[src/rtl/uart_pkg.sv]
`default_nettype none
// ============================================================================
//  Module   : uart_pkg
//  Brief    : Shared state encoding and oversampling constants for the UART.
//  Revision : 1.0 - initial release
// ============================================================================
package uart_pkg;

    localparam int c_NB_STATE         = 2;
    localparam int c_OVERSAMPLE       = 16;
    localparam int c_MID_BIT          = 7;
    localparam int c_BAUD_DIV_DEFAULT = 326;

    typedef enum logic [c_NB_STATE-1:0] {
        IDLE  = 2'd0,
        START = 2'd1,
        DATA  = 2'd2,
        STOP  = 2'd3
    } uart_state_e;

endpackage
`default_nettype wire

[src/rtl/uart_baud_gen.sv]
`default_nettype none
// ============================================================================
//  Module   : uart_baud_gen
//  Brief    : Free-running divider producing the 16x oversampling tick.
//  Revision : 1.0 - initial release
// ============================================================================
module uart_baud_gen
    import uart_pkg::*;
#(
    parameter int BAUD_DIV = c_BAUD_DIV_DEFAULT
) (
    input  logic i_clk,
    input  logic i_reset,
    output logic o_tick
);

    localparam int                 c_CNT_W = (BAUD_DIV > 1) ? $clog2(BAUD_DIV) : 1;
    localparam logic [c_CNT_W-1:0] c_LAST  = c_CNT_W'(BAUD_DIV - 1);

    logic [c_CNT_W-1:0] r_cnt_q;
    logic [c_CNT_W-1:0] w_cnt_d;

    always_comb begin
        w_cnt_d = (r_cnt_q == c_LAST) ? '0 : r_cnt_q + c_CNT_W'(1);
    end

    always_ff @(posedge i_clk) begin
        if (i_reset) begin
            r_cnt_q <= '0;
        end else begin
            r_cnt_q <= w_cnt_d;
        end
    end

    assign o_tick = (r_cnt_q == c_LAST);

endmodule
`default_nettype wire

[src/rtl/uart_rx.sv]
`default_nettype none
// ============================================================================
//  Module   : uart_rx
//  Brief    : 8N1 receiver, samples each bit at its middle using the 16x tick.
//  Revision : 1.0 - initial release
// ============================================================================
module uart_rx
    import uart_pkg::*;
#(
    parameter int NB_DATA = 8,
    parameter int SB_TICK = 16
) (
    input  logic               i_clk,
    input  logic               i_reset,
    input  logic               i_rx,
    input  logic               i_tick,
    output logic               o_rx_done_tick,
    output logic [NB_DATA-1:0] o_rx
);

    localparam int                  c_NB_CNT = (NB_DATA > 1) ? $clog2(NB_DATA) : 1;
    localparam logic [3:0]          c_S_MID  = 4'(c_MID_BIT);
    localparam logic [3:0]          c_S_LAST = 4'(c_OVERSAMPLE - 1);
    localparam logic [3:0]          c_S_STOP = 4'(SB_TICK - 1);
    localparam logic [c_NB_CNT-1:0] c_N_LAST = c_NB_CNT'(NB_DATA - 1);

    logic [1:0]          r_sync_q,  w_sync_d;
    uart_state_e         r_state_q, w_state_d;
    logic [3:0]          r_s_q,     w_s_d;
    logic [c_NB_CNT-1:0] r_n_q,     w_n_d;
    logic [NB_DATA-1:0]  r_b_q,     w_b_d;
    logic [NB_DATA-1:0]  r_data_q,  w_data_d;
    logic                r_done_q,  w_done_d;
    logic                w_line;

    assign w_line = r_sync_q[1];

    always_comb begin
        w_sync_d  = {r_sync_q[0], i_rx};
        w_state_d = r_state_q;
        w_s_d     = r_s_q;
        w_n_d     = r_n_q;
        w_b_d     = r_b_q;
        w_data_d  = r_data_q;
        w_done_d  = 1'b0;
        case (r_state_q)
            IDLE: begin
                if (!w_line) begin
                    w_state_d = START;
                    w_s_d     = '0;
                end
            end
            START: begin
                if (i_tick) begin
                    if (r_s_q == c_S_MID) begin
                        // A start bit that is high again at its middle was a glitch.
                        if (!w_line) begin
                            w_state_d = DATA;
                            w_s_d     = '0;
                            w_n_d     = '0;
                        end else begin
                            w_state_d = IDLE;
                        end
                    end else begin
                        w_s_d = r_s_q + 4'd1;
                    end
                end
            end
            DATA: begin
                if (i_tick) begin
                    if (r_s_q == c_S_LAST) begin
                        w_s_d = '0;
                        w_b_d = {w_line, r_b_q[NB_DATA-1:1]};
                        if (r_n_q == c_N_LAST) begin
                            w_state_d = STOP;
                        end else begin
                            w_n_d = r_n_q + c_NB_CNT'(1);
                        end
                    end else begin
                        w_s_d = r_s_q + 4'd1;
                    end
                end
            end
            STOP: begin
                if (i_tick) begin
                    if (r_s_q == c_S_STOP) begin
                        w_data_d  = r_b_q;
                        w_done_d  = 1'b1;
                        w_state_d = IDLE;
                    end else begin
                        w_s_d = r_s_q + 4'd1;
                    end
                end
            end
            default: w_state_d = IDLE;
        endcase
    end

    always_ff @(posedge i_clk) begin
        if (i_reset) begin
            r_sync_q  <= 2'b11;
            r_state_q <= IDLE;
            r_s_q     <= '0;
            r_n_q     <= '0;
            r_b_q     <= '0;
            r_data_q  <= '0;
            r_done_q  <= 1'b0;
        end else begin
            r_sync_q  <= w_sync_d;
            r_state_q <= w_state_d;
            r_s_q     <= w_s_d;
            r_n_q     <= w_n_d;
            r_b_q     <= w_b_d;
            r_data_q  <= w_data_d;
            r_done_q  <= w_done_d;
        end
    end

    assign o_rx_done_tick = r_done_q;
    assign o_rx           = r_data_q;

endmodule
`default_nettype wire

[src/rtl/uart_tx.sv]
`default_nettype none
// ============================================================================
//  Module   : uart_tx
//  Brief    : 8N1 transmitter with registered serial output.
//  Revision : 1.0 - initial release
// ============================================================================
module uart_tx
    import uart_pkg::*;
#(
    parameter int NB_DATA = 8,
    parameter int SB_TICK = 16
) (
    input  logic               i_clk,
    input  logic               i_reset,
    input  logic               i_tick,
    input  logic               i_tx_start,
    input  logic [NB_DATA-1:0] i_tx,
    output logic               o_tx,
    output logic               o_tx_done_tick
);

    localparam int                  c_NB_CNT = (NB_DATA > 1) ? $clog2(NB_DATA) : 1;
    localparam logic [3:0]          c_S_LAST = 4'(c_OVERSAMPLE - 1);
    localparam logic [3:0]          c_S_STOP = 4'(SB_TICK - 1);
    localparam logic [c_NB_CNT-1:0] c_N_LAST = c_NB_CNT'(NB_DATA - 1);

    uart_state_e         r_state_q, w_state_d;
    logic [3:0]          r_s_q,     w_s_d;
    logic [c_NB_CNT-1:0] r_n_q,     w_n_d;
    logic [NB_DATA-1:0]  r_b_q,     w_b_d;
    logic                r_tx_q,    w_tx_d;
    logic                r_done_q,  w_done_d;

    always_comb begin
        w_state_d = r_state_q;
        w_s_d     = r_s_q;
        w_n_d     = r_n_q;
        w_b_d     = r_b_q;
        w_done_d  = 1'b0;
        w_tx_d    = 1'b1;
        case (r_state_q)
            IDLE: begin
                // A start coinciding with the done pulse is dropped; sender re-asserts.
                if (i_tx_start && !r_done_q) begin
                    w_state_d = START;
                    w_s_d     = '0;
                    w_b_d     = i_tx;
                end
            end
            START: begin
                if (i_tick) begin
                    if (r_s_q == c_S_LAST) begin
                        w_state_d = DATA;
                        w_s_d     = '0;
                        w_n_d     = '0;
                    end else begin
                        w_s_d = r_s_q + 4'd1;
                    end
                end
            end
            DATA: begin
                if (i_tick) begin
                    if (r_s_q == c_S_LAST) begin
                        w_s_d = '0;
                        w_b_d = r_b_q >> 1;
                        if (r_n_q == c_N_LAST) begin
                            w_state_d = STOP;
                        end else begin
                            w_n_d = r_n_q + c_NB_CNT'(1);
                        end
                    end else begin
                        w_s_d = r_s_q + 4'd1;
                    end
                end
            end
            STOP: begin
                if (i_tick) begin
                    if (r_s_q == c_S_STOP) begin
                        w_state_d = IDLE;
                        w_done_d  = 1'b1;
                    end else begin
                        w_s_d = r_s_q + 4'd1;
                    end
                end
            end
            default: w_state_d = IDLE;
        endcase
        // Line level follows the state being entered so the output flop stays glitch-free.
        case (w_state_d)
            START:   w_tx_d = 1'b0;
            DATA:    w_tx_d = w_b_d[0];
            default: w_tx_d = 1'b1;
        endcase
    end

    always_ff @(posedge i_clk) begin
        if (i_reset) begin
            r_state_q <= IDLE;
            r_s_q     <= '0;
            r_n_q     <= '0;
            r_b_q     <= '0;
            r_tx_q    <= 1'b1;
            r_done_q  <= 1'b0;
        end else begin
            r_state_q <= w_state_d;
            r_s_q     <= w_s_d;
            r_n_q     <= w_n_d;
            r_b_q     <= w_b_d;
            r_tx_q    <= w_tx_d;
            r_done_q  <= w_done_d;
        end
    end

    assign o_tx           = r_tx_q;
    assign o_tx_done_tick = r_done_q;

endmodule
`default_nettype wire

[src/rtl/uart_core.sv]
`default_nettype none
// ============================================================================
//  Module   : uart_core
//  Brief    : Full-duplex 8N1 UART: shared baud tick, independent rx and tx.
//  Revision : 1.0 - initial release
// ============================================================================
module uart_core
    import uart_pkg::*;
#(
    parameter int NB_DATA  = 8,
    parameter int SB_TICK  = 16,
    parameter int NB_STATE = 2,
    parameter int BAUD_DIV = c_BAUD_DIV_DEFAULT
) (
    input  logic               i_clk,
    input  logic               i_reset,
    input  logic               i_rx,
    input  logic               i_tx_start,
    input  logic [NB_DATA-1:0] i_tx,
    output logic               o_tx,
    output logic               o_tx_done_tick,
    output logic               o_rx_done_tick,
    output logic [NB_DATA-1:0] o_rx
);

    logic w_tick;

    // The 4-bit tick counters cannot represent a stop bit longer than 16 ticks.
    if (NB_STATE != c_NB_STATE || SB_TICK < 1 || SB_TICK > 16) begin : g_bad_params
        $error("uart_core: unsupported NB_STATE or SB_TICK");
    end

    uart_baud_gen #(
        .BAUD_DIV (BAUD_DIV)
    ) u_baud_gen (
        .i_clk   (i_clk),
        .i_reset (i_reset),
        .o_tick  (w_tick)
    );

    uart_rx #(
        .NB_DATA (NB_DATA),
        .SB_TICK (SB_TICK)
    ) u_rx (
        .i_clk          (i_clk),
        .i_reset        (i_reset),
        .i_rx           (i_rx),
        .i_tick         (w_tick),
        .o_rx_done_tick (o_rx_done_tick),
        .o_rx           (o_rx)
    );

    uart_tx #(
        .NB_DATA (NB_DATA),
        .SB_TICK (SB_TICK)
    ) u_tx (
        .i_clk          (i_clk),
        .i_reset        (i_reset),
        .i_tick         (w_tick),
        .i_tx_start     (i_tx_start),
        .i_tx           (i_tx),
        .o_tx           (o_tx),
        .o_tx_done_tick (o_tx_done_tick)
    );

endmodule
`default_nettype wire

[config.mk]
export PLATFORM = sky130hd
export DESIGN_NAME = uart_core
export DESIGN_NICKNAME = d
export VERILOG_FILES = /design/src/rtl/uart_pkg.sv /design/src/rtl/uart_baud_gen.sv /design/src/rtl/uart_rx.sv /design/src/rtl/uart_tx.sv /design/src/rtl/uart_core.sv
export SDC_FILE = /design/constraint.sdc
export NUM_CORES = 1
export LEC_CHECK = 0
export CELL_PAD_IN_SITES_DETAIL_PLACEMENT = 2
export CELL_PAD_IN_SITES_GLOBAL_PLACEMENT = 2
export CORE_MARGIN = 5
export CORE_UTILIZATION = 36
export CTS_CLUSTER_DIAMETER = 120
export CTS_CLUSTER_SIZE = 20
export DETAILED_ROUTE_END_ITERATION = 10
export GPL_TIMING_DRIVEN = 0
export PLACE_DENSITY_LB_ADDON = 0.1
export SETUP_SLACK_MARGIN = 0.05
export SYNTH_ARGS = -nofsm -noshare
export SYNTH_HDL_FRONTEND = slang
export SYNTH_SLANG_ARGS = --single-unit
[constraint.sdc]
create_clock -name i_clk -period 2.95 [get_ports i_clk]
set_clock_uncertainty 0.2 [all_clocks]
set_input_delay 0.295 -clock i_clk [delete_from_list [all_inputs] [get_ports i_clk]]
set_output_delay 0.295 -clock i_clk [all_outputs]
set_load 0.03 [all_outputs]
Word-level counts from Yosys, hierarchy flattened
Index checks and enable logic that the tools add are counted.
{ "word_totals": {"regBits": 56, "in_bits": 12, "output_inout_bits": 11, "elab_cells": 129} }
{ "op_classes": {"n_addsub": 5, "n_eq_ne": 34, "muxes": 53, "bitwise": 3, "n_reduce_logical": 19} }
{ "op_table": {"columns": ["operator", "n"], "rows": [
  ["4-bit 2-to-1 mux", 12],
  ["2-bit 2-to-1 mux", 17],
  ["3-bit 2-to-1 mux", 11],
  ["8-bit 2-to-1 mux", 3],
  ["2-bit != test, second input constant", 12],
  ["2-bit by 1-bit != test with 1-bit output, second input constant", 8],
  ["2-bit case mux with 4 select lines", 2],
  ["4-bit case mux with 4 select lines", 1],
  ["8-bit case mux with 2 select lines", 1],
  ["3-bit case mux with 2 select lines", 2],
  ["4-bit case mux with 3 select lines", 1],
  ["4-bit AND reduction", 3],
  ["2-bit == test, second input constant", 5],
  ["9-bit by 1-bit adder with 9-bit output, second input constant", 1],
  ["9-bit == test, second input constant", 1],
  ["4-bit by 1-bit adder with 4-bit output, second input constant", 2],
  ["4-bit == test, second input constant", 2],
  ["8-bit AND reduction", 1],
  ["7-bit AND reduction", 1],
  ["3-bit by 1-bit adder with 3-bit output, second input constant", 2],
  ["2-bit by 1-bit == test with 1-bit output, second input constant", 3],
  ["3-bit == test, second input constant", 2],
  ["3-bit AND reduction", 2],
  ["6-bit AND reduction", 1],
  ["10 further kinds", 18]
]} }

Depth between registers and ports, before layout
{ "logic_depth": {"word_depth": 7, "mapped_depth": 8, "mapped_depth_nobuf": 7} }

Modules after synthesis
From an unflattened synthesis, not the netlist that was laid out.
{ "unflattened": {"hier_cells": 288, "area_unflattened_um2": 2670.1} }
{ "modules_own_cells": {"columns": ["mod", "n_inst", "cells_per_inst", "area_per_inst_um2", "seq_area_each_um2"], "rows": [
  ["uart_rx", 1, 130, 1253.7, 560.5],
  ["uart_tx", 1, 114, 1021.0, 380.4],
  ["uart_baud_gen", 1, 44, 395.4, 180.2]
]} }

Worst setup path before layout
Ideal clock, no wire load.
{ "synth_path": {"kind": "register -> register", "startpoint": "register u_tx.r_state_q[1]", "endpoint": "register u_tx.r_b_q[1]", "setup_time_ns": 0.132, "arrival_ns": 1.785, "path_slack_ns": 0.833, "path_stages_with_launch": 8, "period_less_slack_ns": 2.117, "cell_sequence": "dfxtp_1 ha_1 bufbuf_16 inv_1 nor4_4 o21ai_2 a221oi_1 nor3_1"} }
{ "synth_between": {"elab_chain_len": 3, "elab_cells_between_ends": 8} }
{ "synth_lines": {"columns": ["item", "line", "rtl"], "rows": [
  ["start, declared", "uart_tx.sv:27", "uart_state_e r_state_q, w_state_d;"],
  ["start signal, assigned", "uart_tx.sv:105", "r_state_q <= w_state_d;"],
  ["2-bit == test / 2-bit zero test (equally long branches)", "uart_tx.sv:41", "case (r_state_q)"],
  ["2-bit by 1-bit != test with 1-bit output (no source line), or another cell as far along", null, null],
  ["4-bit AND reduction (no source line)", null, null],
  ["end signal, assigned", "uart_tx.sv:108", "r_b_q <= w_b_d;"],
  ["end, declared", "uart_tx.sv:30", "logic [NB_DATA-1:0] r_b_q, w_b_d;"]
]} }
Several ways; a longest one is shown, not always the timed one.
A chain may end at the register's enable or synchronous reset.

Worst setup path in the final report
{ "layout_path": {"startpoint": "register u_tx.r_state_q[1]", "endpoint": "register u_tx.r_b_q[3]"} }
Same word-level chain as after synthesis.

==> metrics.csv <==
stage;metric;value;unit
detailed_routing;Vias/cell;5.34;
grt;largest net degree at the start of global routing;17;
place;dpl ws;0.422;ns
worst_setup_path;required time of the critical path;2.94;ns
detailed_routing;Routed Wire Length;7.00;mm
finish;FF/Latch Area;0.00112;mm^2
logic_synthesis;ys async rst share;0;%
clock_network;post-CTS resize count;0;
min_path;HP Class;register to register;
finish;fillcell total;819;
power_and_ir_drop;Power Dens Cells;442;mW/mm^2
place;Cell Area, Placed;0.00302;mm^2
finish;Final Cell Area;0.00311;mm^2
logic_synthesis;Yosys warnings;0;
clock_network;CTS Hold Bufs;0;
power_and_ir_drop;Lkg Pwr;1.20;nW
timing;Final WS setup;0.432;ns
place;IO buf count;22;
detailed_routing;DR pass1 iterations;4;
clock_network;CTS clk-pin slew, worst paths;0.10;ns
finish;area occupied by multi-input gates;0.00145;mm^2
detailed_routing;Iteration-0 DRC Markers;40;
logic_synthesis;register area share after synthesis;41.9;%
grt;vias in the first global route;2382;
grt;first-pass GRT wire length;11.7;mm
logic_synthesis;share of the synthesized area in the top cell type;41.9;%
power_and_ir_drop;peak supply drop;0.178;mV
timing;Worst slew margin;50.4;%
floorplanning;core box area;0.00725;mm^2
clock_network;clock tree sinks;56;
grt;antenna violations before repair;0;
timing;Peak Freq;0.397;GHz
detailed_routing;vias after detailed routing;2232;
finish;synthesis-to-finish area growth;16.4;%
run;max-cap viol count;0;
logic_synthesis;synth unique cells;47;
logic_synthesis;Yosys reg bits;56;
logic_synthesis;most common cell in the netlist;dfxtp_1;
worst_setup_path;Critical Path Start Type;register;
worst_setup_path;Arrival @ worst endpoint;2.51;ns
finish;n_diodes;0;
finish;share of post-route cells with drive strength above 1;7.21;%
detailed_routing;antenna-violating nets left;0;
place;Detailed Place HPWL;5.11;mm
timing;Final Critical Period;2.52;ns
logic_synthesis;Netlist Area Pre-Place;0.00268;mm^2
grt;total gr overflow;0;
logic_synthesis;number of flops mapped to enable cells by yosys;0;
worst_setup_path;WS Path Type;register to register;
logic_synthesis;syn_area_per_cell;9.26;um^2
clock_network;clk_lat worst skew;0.31;ns
timing;Final Slew Violations;0;
floorplanning;die height;96.2;um
clock_network;H-tree Lvls;2;
floorplanning;Starting Density;36.9;%
timing;Setup TNS;0;ns
logic_synthesis;Post-Syn Instances;289;
logic_synthesis;Main synth FF type;dfxtp_1;
finish;nets;342;
detailed_routing;WL/cell;16.7;um
place;GPL Wtd Cong;0.755;
logic_synthesis;Syn Nets;313;
timing;Hold Fails Final Rpt;0;
logic_synthesis;synth top area cells;dfxtp_1 42%, mux2i_1 9.0%, nor2_1 7.4%, ha_1 5.6%, a221oi_1 2.6%;
floorplanning;# IOs;23;
floorplanning;row count;31;
floorplanning;die footprint;0.00925;mm^2
clock_network;Clock Path Buffers;2;
timing;setup violators final;0;
worst_setup_path;Crit. End Element;register;
worst_setup_path;CP max FO;9;
timing;Final Cycle Share;85.3;%
status;outcome;finished clean;
logic_synthesis;leading cell types by count after synthesis;56 x dfxtp_1, 53 x nor2_1, 24 x mux2i_1;
clock_network;cts bufs inserted;5;
floorplanning;Die Width;96.2;um
timing;Worst Max-Slew Pin Slew;0.737;ns
clock_network;CTS root buffer;clkbuf_8;
detailed_routing;DRC errors left;0;
grt;Total Routing Usage GR;16.1;%
clock_network;setup bufs post-CTS;0;
timing;RSZ-0062 raised after global routing;false;
clock_network;CTS tree;yes;
logic_synthesis;dominant cell type by area after synthesis;dfxtp_1;
power_and_ir_drop;overall power;1.38;mW
timing;WHS;0.224;ns
## final timing paths
path	startpoint	endpoint	slack, ns	cells after the start
min reg2reg	u_rx.r_sync_q[0]$_SDFF_PP1_	u_rx.r_sync_q[1]$_SDFF_PP1_	0.22	1
max	u_tx.r_state_q[1]$_SDFF_PP0_	u_tx.r_b_q[3]$_SDFFE_PP0P_	0.43	7
max reg2reg	u_tx.r_state_q[1]$_SDFF_PP0_	u_tx.r_b_q[3]$_SDFFE_PP0P_	0.43	7
min	u_rx.r_sync_q[0]$_SDFF_PP1_	u_rx.r_sync_q[1]$_SDFF_PP1_	0.22	1
## through the flow
| step | util [%] | instances |
|---|---|---|
| after CTS | 42.9 | 418 |
| after floorplan | - | 289 |
| final | 42.9 | 418 |
| after detailed placement | 41.6 | 410 |
| after global placement | 41.6 | 410 |
| after global routing | 42.9 | 418 |
## placed cells by master (no fill, tap or decap), types with 2 or more instances in the layout
cell and count:
a211oi_1 3, a21oi_1 12, a221oi_1 8, a22oi_1 2, a311oi_1 2, a31o_2 2, a31oi_1 4, a41oi_1 2
and2_1 4, clkbuf_1 10, clkbuf_8 6, clkdlybuf4s50_1 22, dfxtp_1 56, ha_1 12, inv_1 10, mux2i_1 24
nand2_1 13, nand2b_1 5, nand3_1 11, nand4_1 3, nand4b_1 3, nor2_1 53, nor3_1 9, nor4_1 2
o21ai_0 6, o21bai_1 2, or2_2 2, or4b_2 3, xnor2_1 2, xor2_1 6
## registers in the layout (all words and copies together) (netlist names), named ones only
register / flops
u_baud_gen.r_cnt_q: 9
u_rx.o_rx: 8
u_rx.r_b_q: 8
u_tx.r_b_q: 8
u_rx.r_s_q: 4
u_tx.r_s_q: 4
u_rx.r_n_q: 3
u_tx.r_n_q: 3
u_rx.r_sync_q: 2
u_tx.r_state_q: 2
u_rx.o_rx_done_tick: 1
u_rx.r_state_q: 1
u_tx.o_tx: 1
u_tx.o_tx_done_tick: 1
## power breakdown
group	switching, mW	internal (mW)
combinational	0.0780	0.0544
sequential	0.0150	0.775
clock	0.262	0.192
## final cells by class
cell class,count,area share (%)
Multi-Input combinational cell,212,46.4
Clock inverter,1,0.241
Tap cell,99,3.98
Sequential cell,56,36.0
Clock buffer,7,2.77
Buffer,11,2.29
Timing Repair Buffer,22,7.07
Inverter,10,1.21
## layer usage
layer / routed length [um] / track usage (%) / up-vias
met5: 0 / 0 / -
met4: 72 / 3.91 / 0
met3: 173 / 2.74 / 5
met2: 3430 / 28.6 / 28
met1: 3330 / 20.2 / 1103
li1: - / - / 1096
## worst max-delay path, stage by stage (launching register included)
cell	delay, ns
dfxtp_1	0.49
ha_1	0.20
bufbuf_16	0.26
inv_1	0.10
nor4_4	0.55
o21ai_2	0.21
a221oi_1	0.29
nor3_1	0.08
## logic make-up after synthesis
| family | share of synthesized area [%] |
|---|---|
| AO/OA/AOI/OAI | 13.4 |
| XOR/XNOR | 2.62 |
| adder cells (fa/ha/maj) | 5.61 |
| buffers and inverters | 4.07 |
| flip-flops | 41.9 |
| multiplexers | 8.98 |
| AND/OR/NAND/NOR | 23.4 |
No activity file was read; power rests on OpenSTA's default activity.
